File: src/rtl/runner_pkg.sv
// runner_pkg: shared coordinate, palette and scheduler-state types plus screen geometry.
package runner_pkg;
  typedef logic [11:0] coord_t;
  typedef logic [1:0] palette_t;
  typedef enum logic [1:0] {IDLE, CLEAR, DRAW, DONE} sched_state_t;
  localparam int SCREEN_W = 800;
  localparam int SCREEN_H = 600;
endpackage

File: src/rtl/rr_arbiter.sv
// rr_arbiter: round-robin one-hot arbiter; the pointer moves past the winner on advance.
module rr_arbiter #(
  parameter int N = 4,
  localparam int IW = N > 1 ? $clog2(N) : 1
) (
  input  logic          clk,
  input  logic          rst,
  input  logic [N-1:0]  req,
  input  logic          advance,
  output logic [N-1:0]  grant,
  output logic [IW-1:0] grant_idx
);
  logic [IW-1:0] ptr, idx;
  logic found;
  always_comb begin
    grant = '0;
    grant_idx = '0;
    idx = '0;
    found = 1'b0;
    for (int k = 0; k < N; k++) begin
      idx = IW'((int'(ptr) + k) % N);
      if (!found && req[idx]) begin
        found = 1'b1;
        grant[idx] = 1'b1;
        grant_idx = idx;
      end
    end
  end
  always_ff @(posedge clk or posedge rst)
    if (rst) ptr <= '0;
    else if (advance) ptr <= (grant_idx == IW'(N - 1)) ? '0 : grant_idx + 1'b1;
endmodule

File: src/rtl/frame_write_scheduler.sv
// frame_write_scheduler: per-frame framebuffer write-port sequencer (clear sweep, then round-robin draw).
module frame_write_scheduler
  import runner_pkg::*;
#(
  parameter int       NREQ       = 4,
  parameter int       WIDTH      = SCREEN_W,
  parameter int       HEIGHT     = SCREEN_H,
  parameter bit       CLEAR_EN   = 1'b1,
  parameter palette_t BG_PALETTE = 2'd0
) (
  input  logic                  clk_33m,
  input  logic                  rst,
  input  logic                  frame_start,
  input  logic     [NREQ-1:0]   req_valid,
  input  coord_t   [NREQ-1:0]   req_x,
  input  coord_t   [NREQ-1:0]   req_y,
  input  palette_t [NREQ-1:0]   req_palette,
  input  logic     [NREQ-1:0]   req_done,
  output logic     [NREQ-1:0]   req_ready,
  output logic                  frame_go,
  output logic                  write_en,
  output coord_t                write_x,
  output coord_t                write_y,
  output palette_t              write_palette,
  output logic                  busy,
  output logic     [7:0]        overrun_count
);
  localparam int IW = $clog2(NREQ);
  sched_state_t state;
  coord_t cx, cy;
  logic [IW-1:0] gi;
  logic hs, in_bounds, last_x, last_px, all_done;
  rr_arbiter #(.N(NREQ)) u_arb (
    .clk(clk_33m),
    .rst(rst),
    .req(req_valid & {NREQ{state == DRAW}}),
    .advance(hs),
    .grant(req_ready),
    .grant_idx(gi)
  );
  assign hs = |req_ready;
  assign in_bounds = req_x[gi] < coord_t'(WIDTH) && req_y[gi] < coord_t'(HEIGHT);
  assign last_x = cx == coord_t'(WIDTH - 1);
  assign last_px = last_x && cy == coord_t'(HEIGHT - 1);
  assign all_done = &req_done;
  always_ff @(posedge clk_33m or posedge rst)
    if (rst) begin
      state <= IDLE;
      cx <= '0;
      cy <= '0;
      frame_go <= 1'b0;
      write_en <= 1'b0;
      write_x <= '0;
      write_y <= '0;
      write_palette <= '0;
      busy <= 1'b0;
      overrun_count <= '0;
    end else begin
      frame_go <= 1'b0;
      write_en <= 1'b0;
      busy <= state == CLEAR || state == DRAW;
      if (state == CLEAR) begin
        write_en <= 1'b1;
        write_x <= cx;
        write_y <= cy;
        write_palette <= BG_PALETTE;
      end else if (hs) begin
        write_en <= in_bounds;
        if (in_bounds) begin
          write_x <= req_x[gi];
          write_y <= req_y[gi];
          write_palette <= req_palette[gi];
        end
      end
      if (frame_start && (state == CLEAR || state == DRAW))
        overrun_count <= overrun_count + {7'd0, overrun_count != 8'hff};
      if (frame_start) begin
        state <= CLEAR_EN ? CLEAR : DRAW;
        frame_go <= !CLEAR_EN;
        cx <= '0;
        cy <= '0;
      end else if (state == CLEAR) begin
        cx <= last_x ? '0 : cx + 1'b1;
        cy <= last_x ? cy + 1'b1 : cy;
        if (last_px) begin
          state <= DRAW;
          frame_go <= 1'b1;
        end
      end else if (state == DRAW && !frame_go && all_done && !hs) state <= DONE;
    end
endmodule

File: config.mk
export PLATFORM = sky130hd
export DESIGN_NAME = frame_write_scheduler
export DESIGN_NICKNAME = d
export VERILOG_FILES = /design/src/rtl/runner_pkg.sv /design/src/rtl/rr_arbiter.sv /design/src/rtl/frame_write_scheduler.sv
export SDC_FILE = /design/constraint.sdc
export NUM_CORES = 1
export LEC_CHECK = 0
export BUFFER_PORTS_ARGS = -buffer_cell sky130_fd_sc_hd__buf_2
export CAP_MARGIN = 20
export CORE_MARGIN = 2
export CORE_UTILIZATION = 56
export DETAILED_ROUTE_END_ITERATION = 6
export PLACE_DENSITY = 0.87
export SYNTH_ARGS = -nofsm -noshare
export SYNTH_HDL_FRONTEND = slang
export SYNTH_SLANG_ARGS = --single-unit
File: constraint.sdc
create_clock -name clk_33m -period 7.9 [get_ports clk_33m]
set_input_delay 0.79 -clock clk_33m [delete_from_list [all_inputs] [get_ports clk_33m]]
set_output_delay 0.79 -clock clk_33m [all_outputs]
set_load 0.02 [all_outputs]
==> results of run 1 <==
-- cell usage after synthesis (all sizes together), types with 6 or more instances --
library cell,n
dfrtp,65
nor2,54
nand2,41
nor3,19
o31ai,19
inv,18
mux4,18
clkbuf,17
o21ai,17
mux2i,16
xor2,16
buf,15
o221a,15
a21oi,12
nand4,12
ha,11
a211oi,10
xnor2,10
nand3,9
nand2b,8
mux2,7
or3,7
nor4,6
-- final timing paths --
| path | end | slack (ns) | cells past startpoint |
|---|---|---|---|
| max | write_y[6] | 3.04 | 12 |
| min | overrun_count[5] | 0.49 | 1 |
| max reg2reg | write_y[6] | 3.04 | 12 |
| min reg2reg | overrun_count[5] | 0.49 | 1 |
| max in group asynchronous | write_y[8] | 6.69 | 3 |
| min in group asynchronous | write_x[10] | 0.69 | 3 |
-- flip-flops by register name (all words and copies together), names as in the netlist --
| name | cells |
|---|---|
| overrun_count | 8 |
| write_x | 12 |
| u_arb.ptr | 2 |
| write_y | 12 |
| cy | 12 |
| frame_go | 1 |
| cx | 12 |
| busy | 1 |
| write_en | 1 |
| state | 2 |
| write_palette | 2 |
-- logic make-up (layout without fill, tap and decap cells) --
kind of cell / count (synthesis) / in the layout / synth area share [%]
multiplexers: 41 / 41 / 14.0
AO/OA/AOI/OAI: 107 / 107 / 18.2
AND/OR/NAND/NOR: 193 / 193 / 20.7
adder cells (fa/ha/maj): 11 / 11 / 2.91
buffers and inverters: 50 / 194 / 5.02
flip-flops: 65 / 65 / 34.3
XOR/XNOR: 26 / 26 / 4.81
-- critical path: cells and delay by family (launching register included) --
family          cells  cell delay (ns)
compound gates      3             0.79
fa+ha+maj           1             0.52
buf+inv             2             0.73
simple gates        1             0.33
mux                 5             1.69
flops               1             0.66
-- metal layers --
| layer | routed length, µm | share of wire (%) | track usage [%] | vias up |
|---|---|---|---|---|
| li1 | - | - | - | 2128 |
| met2 | 6430 | 50 | 46.1 | 219 |
| met4 | 297 | 2.3 | 10.8 | 0 |
| met5 | 0 | 0 | 0 | - |
| met1 | 5280 | 41 | 36.6 | 2221 |
| met3 | 928 | 7.2 | 6.97 | 29 |
-- through the flow --
| step | instance area, µm² | hold slack (ns) | setup WS [ns] | total power (µW) | utilization, % |
|---|---|---|---|---|---|
| final | 5740 | 0.490 | 3.04 | 959 | 69.8 |
| after CTS | 5740 | 0.493 | 3.03 | 962 | 69.8 |
| after detailed placement | 5530 | 0.477 | 3.06 | 672 | 67.3 |
| after global routing | 5740 | 0.504 | 2.62 | 1010 | 69.8 |
| after floorplan | 4740 | 0.486 | 4.44 | 587 | - |
| after global placement | 5520 | 0.475 | 3.24 | 660 | 67.2 |
-- cells in the final DEF, fill, tap and decap left out, types with 5 or more instances in the layout --
master / n
nor2_1: 54
o21ai_0: 14
xnor2_1: 10
nand2b_1: 8
clkbuf_8: 11
inv_1: 17
buf_2: 155
dfrtp_1: 65
nor3b_1: 5
and3b_1: 5
nand3_1: 9
mux2_2: 6
nand2_1: 41
a2111oi_0: 5
a211oi_1: 10
mux2i_1: 13
a21oi_1: 12
o31ai_1: 19
or3_1: 7
nor4_1: 6
mux4_2: 18
nand4_1: 12
xor2_1: 16
o221a_1: 15
nor3_1: 19
ha_1: 10
-- cell type report --
cell class                 count  area share [%]
tap                          105            2.29
multi-input combinational    378            50.3
clock inverter                 5           0.938
sequential                    65            28.4
clock buffer                  11            2.64
timing repair buffer         160            14.2
inverter                      18            1.18
-- power by group --
part           total (µW)  switching, µW  internal [µW]  leakage (µW)
combinational         264            149            115       0.00167
sequential            402           41.2            361      0.000872
clock                 293            131            162      0.000109
total                 959            322            637       0.00265
==> flow_summary.ini, run 1 <==
[routing]
vias = 4597
drtPass1Iterations = 5
drtIter0Drc = 386
wl_per_cell_um = 17.4
detail-route-antenna-nets = 0
drcViolationCount = 0
via_per_inst = 6.20
wirelength_um = 12900

[finish]
drive_gt1_share_pct = 34.1
seq_area_um2 = 1630
nets = 758
antennaDiodeCount = 0
area_growth_pct = 21.1
num-fill-cells = 665
final_cells = 742
multi_input_area_um2 = 2890

[clocking]
holdBufCountCts = 0
worstSkewPairLatency_ns = 0.35
cts.sinks = 65
clockBufferDepth = 2
ctsResizeCount = 0
path_clk_slew_ns = 0.07
root_buffer = clkbuf_8
htree_levels = 3
cts_buffers = 9
cts_setup_buffers = 0
cts_tree = done

[placement]
place_inst = 726
place_congestion = 0.843
dp_hpwl_um = 9860
port_buffers = 155

[yosys]
synth_top_area_cell = dfrtp_1
ys_ff_latch = 65
yosysTopAreaCellShare_pct = 34.3
synth-async-reset-ratio_pct = 100
synth_edf_count = 0
yosysSeqAreaShare_pct = 34.3
synth_flop_cell = dfrtp_1
netlist_area_um2 = 4740
synth_cell_types = 59
synth_area_per_cell_um2 = 9.61
synth.area.top_cells = dfrtp_1 (34%), mux4_2 (8.6%), nor2_1 (4.3%), o221a_1 (3.6%), nand2_1 (3.2%)
yosysWarnings = 0
syn_nets = 619
synth_cells = 493

[die]
die_y_um = 96.0
num_rows = 33
start_util_pct = 57.7
core_area_um2 = 8220
io_pins = 156
die_width_um = 96.0
die_area_um2 = 9210

[timing]
tightest_slew_ns = 1.00
slew_violations = 0
post-route-period-util_pct = 61.5
hold_viol = 0
fmax_mhz = 206
tns_ns = 0
slew_headroom_pct = 32.6
setup_viol = 0
rsz0062_at_grt = no
fin_skew_ns = 0.0100
period_needed_ns = 4.86

[critical_path]
worst-endpoint-required_ns = 8.14
crit_path_top_delay_cell = dfrtp_1
crit_start = u_arb.ptr[0]
worstReg2RegStart = u_arb.ptr[0]
path_cells = inv_1 -> ha_1 -> mux2i_1 -> mux2_4 -> o21ai_2 -> mux2i_4 -> buf_4 -> mux2i_1 -> mux2i_4 -> a31oi_1 -> and3b_1 -> a221oi_1
critPathCaptureType = flip-flop
crit_fanout = 22
crit_type = reg2reg
critPathArrivalTime_ns = 5.10
cpPeakStageDelay_ns = 0.66
worstSetupStartpointType = flip-flop

[global_route]
grt_use_total_pct = 28.3
antenna_found_initial = 0
grt_pass1_vias = 4115
grt_max_degree = 69
overflow = 0
grt_pass1_wl_um = 19800

[flow_run]
max_cap_violations = 0

[power]
power_density_nw_per_um2 = 167
p_leak_uw = 0.00265
ir_drop_v = 0.0000834

[hold_path]
min_from = overrun_count[5]
hold_path_class = reg2reg

[status]
outcome = complete, no violations
Note: power is estimated with default switching activity, not from simulation.
==> run 2, diff against run 1 <==
Settings changed: CORE_UTILIZATION 56 to 52, PLACE_DENSITY 0.87 to 0.82.
Clock period 7.9 ns to 4.9 ns, I/O delays scaled along.
==> flow_summary.ini, run 2 (synthesized netlist as in run 1, its figures left out) <==
[finish]
drive_gt1_share_pct = 34.2
nets = 761
fin_util_pct = 65.6
final_cells = 748
final_common_cell = buf_2
area_growth_pct = 21.4
antennaDiodeCount = 0
mostFrequentLayoutCells = buf_2 (155), dfrtp_1 (65), nor2_1 (54), nand2_1 (41)

[timing]
slew_headroom_pct = 31.8
post-route-period-util_pct = 85.4
fmax_mhz = 239
tightest_slew_ns = 1.02
slew_violations = 0
tns_ns = 0
fin_skew_ns = 0.0110
setup_viol = 0
worst_slack_ns = 0.714
hold_viol = 0
period_needed_ns = 4.19
rsz0062_at_grt = no

[clocking]
cts_setup_buffers = 0
ctsResizeCount = 0
path_clk_slew_ns = 0.07
root_buffer = clkbuf_8
cts.sinks = 65
cts_tree = done
holdBufCountCts = 0
cts_buffers = 9
worstSkewPairLatency_ns = 0.34
clockBufferDepth = 2
htree_levels = 3

[placement]
pre_cts_slack_ns = 0.833
place_congestion = 0.895
dp_hpwl_um = 10200
port_buffers = 155
place_inst = 732

[critical_path]
critPathCaptureType = flip-flop
critPathArrivalTime_ns = 4.41
crit_fanout = 17
worstSetupStartpointType = flip-flop
worst-endpoint-required_ns = 5.12
crit_type = reg2reg

[routing]
drtIter0Drc = 363
drcViolationCount = 0
wl_per_cell_um = 17.7
detail-route-antenna-nets = 0
wirelength_um = 13200
drtPass1Iterations = 5
via_per_inst = 6.20
vias = 4634

[global_route]
antenna_found_initial = 0
grt_pass1_wl_um = 21400
grt_max_degree = 66
grt_pass1_vias = 4554
overflow = 0
grt_use_total_pct = 26.6

[die]
io_pins = 156
die_width_um = 99.4
start_util_pct = 54.1
num_rows = 34
die_y_um = 99.4
core_area_um2 = 8760
die_area_um2 = 9890

[power]
power_density_nw_per_um2 = 268
p_leak_uw = 0.00265
ir_drop_v = 0.000199

[status]
outcome = complete, no violations

[hold_path]
hold_path_class = in2async

[flow_run]
max_cap_violations = 0
[run 2: path summary, 6_finish.rpt]
kind	to	cells after the start	slack (ns)	from
setup / recovery	write_x[1]	11	0.71	u_arb.ptr[1]
setup reg to reg	write_x[1]	11	0.71	u_arb.ptr[1]
max in group asynchronous	write_y[2]	3	3.99	rst
hold reg to reg	overrun_count[5]	1	0.49	overrun_count[5]
min in group clk_33m	overrun_count[5]	1	0.49	overrun_count[5]
hold / removal	overrun_count[4]	3	0.40	rst
[run 2: final cells by class]
| cell class | instances | area [µm²] |
|---|---|---|
| fillers | 728 | 3010 |
| multi-input cells | 378 | 2890 |
| flip-flops and latches | 65 | 1630 |
| repair buffers | 163 | 836 |
| clock buffers | 11 | 141 |
| well taps | 108 | 135 |
| inverters | 18 | 67.6 |
| clock inverters | 5 | 55.1 |
[run 2: critical path, stage by stage (launching register included)]
cell and delay [ns]:
dfrtp_1 0.49, inv_1 0.15, ha_1 0.43, nand2b_1 0.12, a21oi_1 0.09, o21ai_1 0.81, a2111oi_0 0.19, or4_4 0.58
o211ai_4 0.22, nand3_1 0.13, or2_1 0.50, o221a_1 0.35
[run 2: through the flow]
step / instance area [µm²] / total power [µW] / hold slack, ns
floorplan: 4740 / 946 / 0.486
global placement: 5550 / 1070 / 0.477
detailed placement: 5550 / 1090 / 0.477
CTS: 5750 / 1540 / 0.414
global route: 5750 / 1620 / 0.485
finish: 5750 / 1540 / 0.395
[run 2: routing by layer]
metal  wire [µm]  share of wire (%)  track usage [%]  vias up
li1            -                  -                -     2146
met1        5360                 41             34.8     2221
met2        6550                 50             44.2      234
met3        1000                7.6             5.48       33
met4         305                2.3             8.96        0
met5           0                  0                0        -
[run 2: report_power, final]
| group | internal [µW] | switching, µW | leakage, µW |
|---|---|---|---|
| registers | 582 | 52.9 | 0.000872 |
| logic | 191 | 257 | 0.00168 |
| clock network | 247 | 209 | 0.0000953 |
| total | 1020 | 519 | 0.00265 |
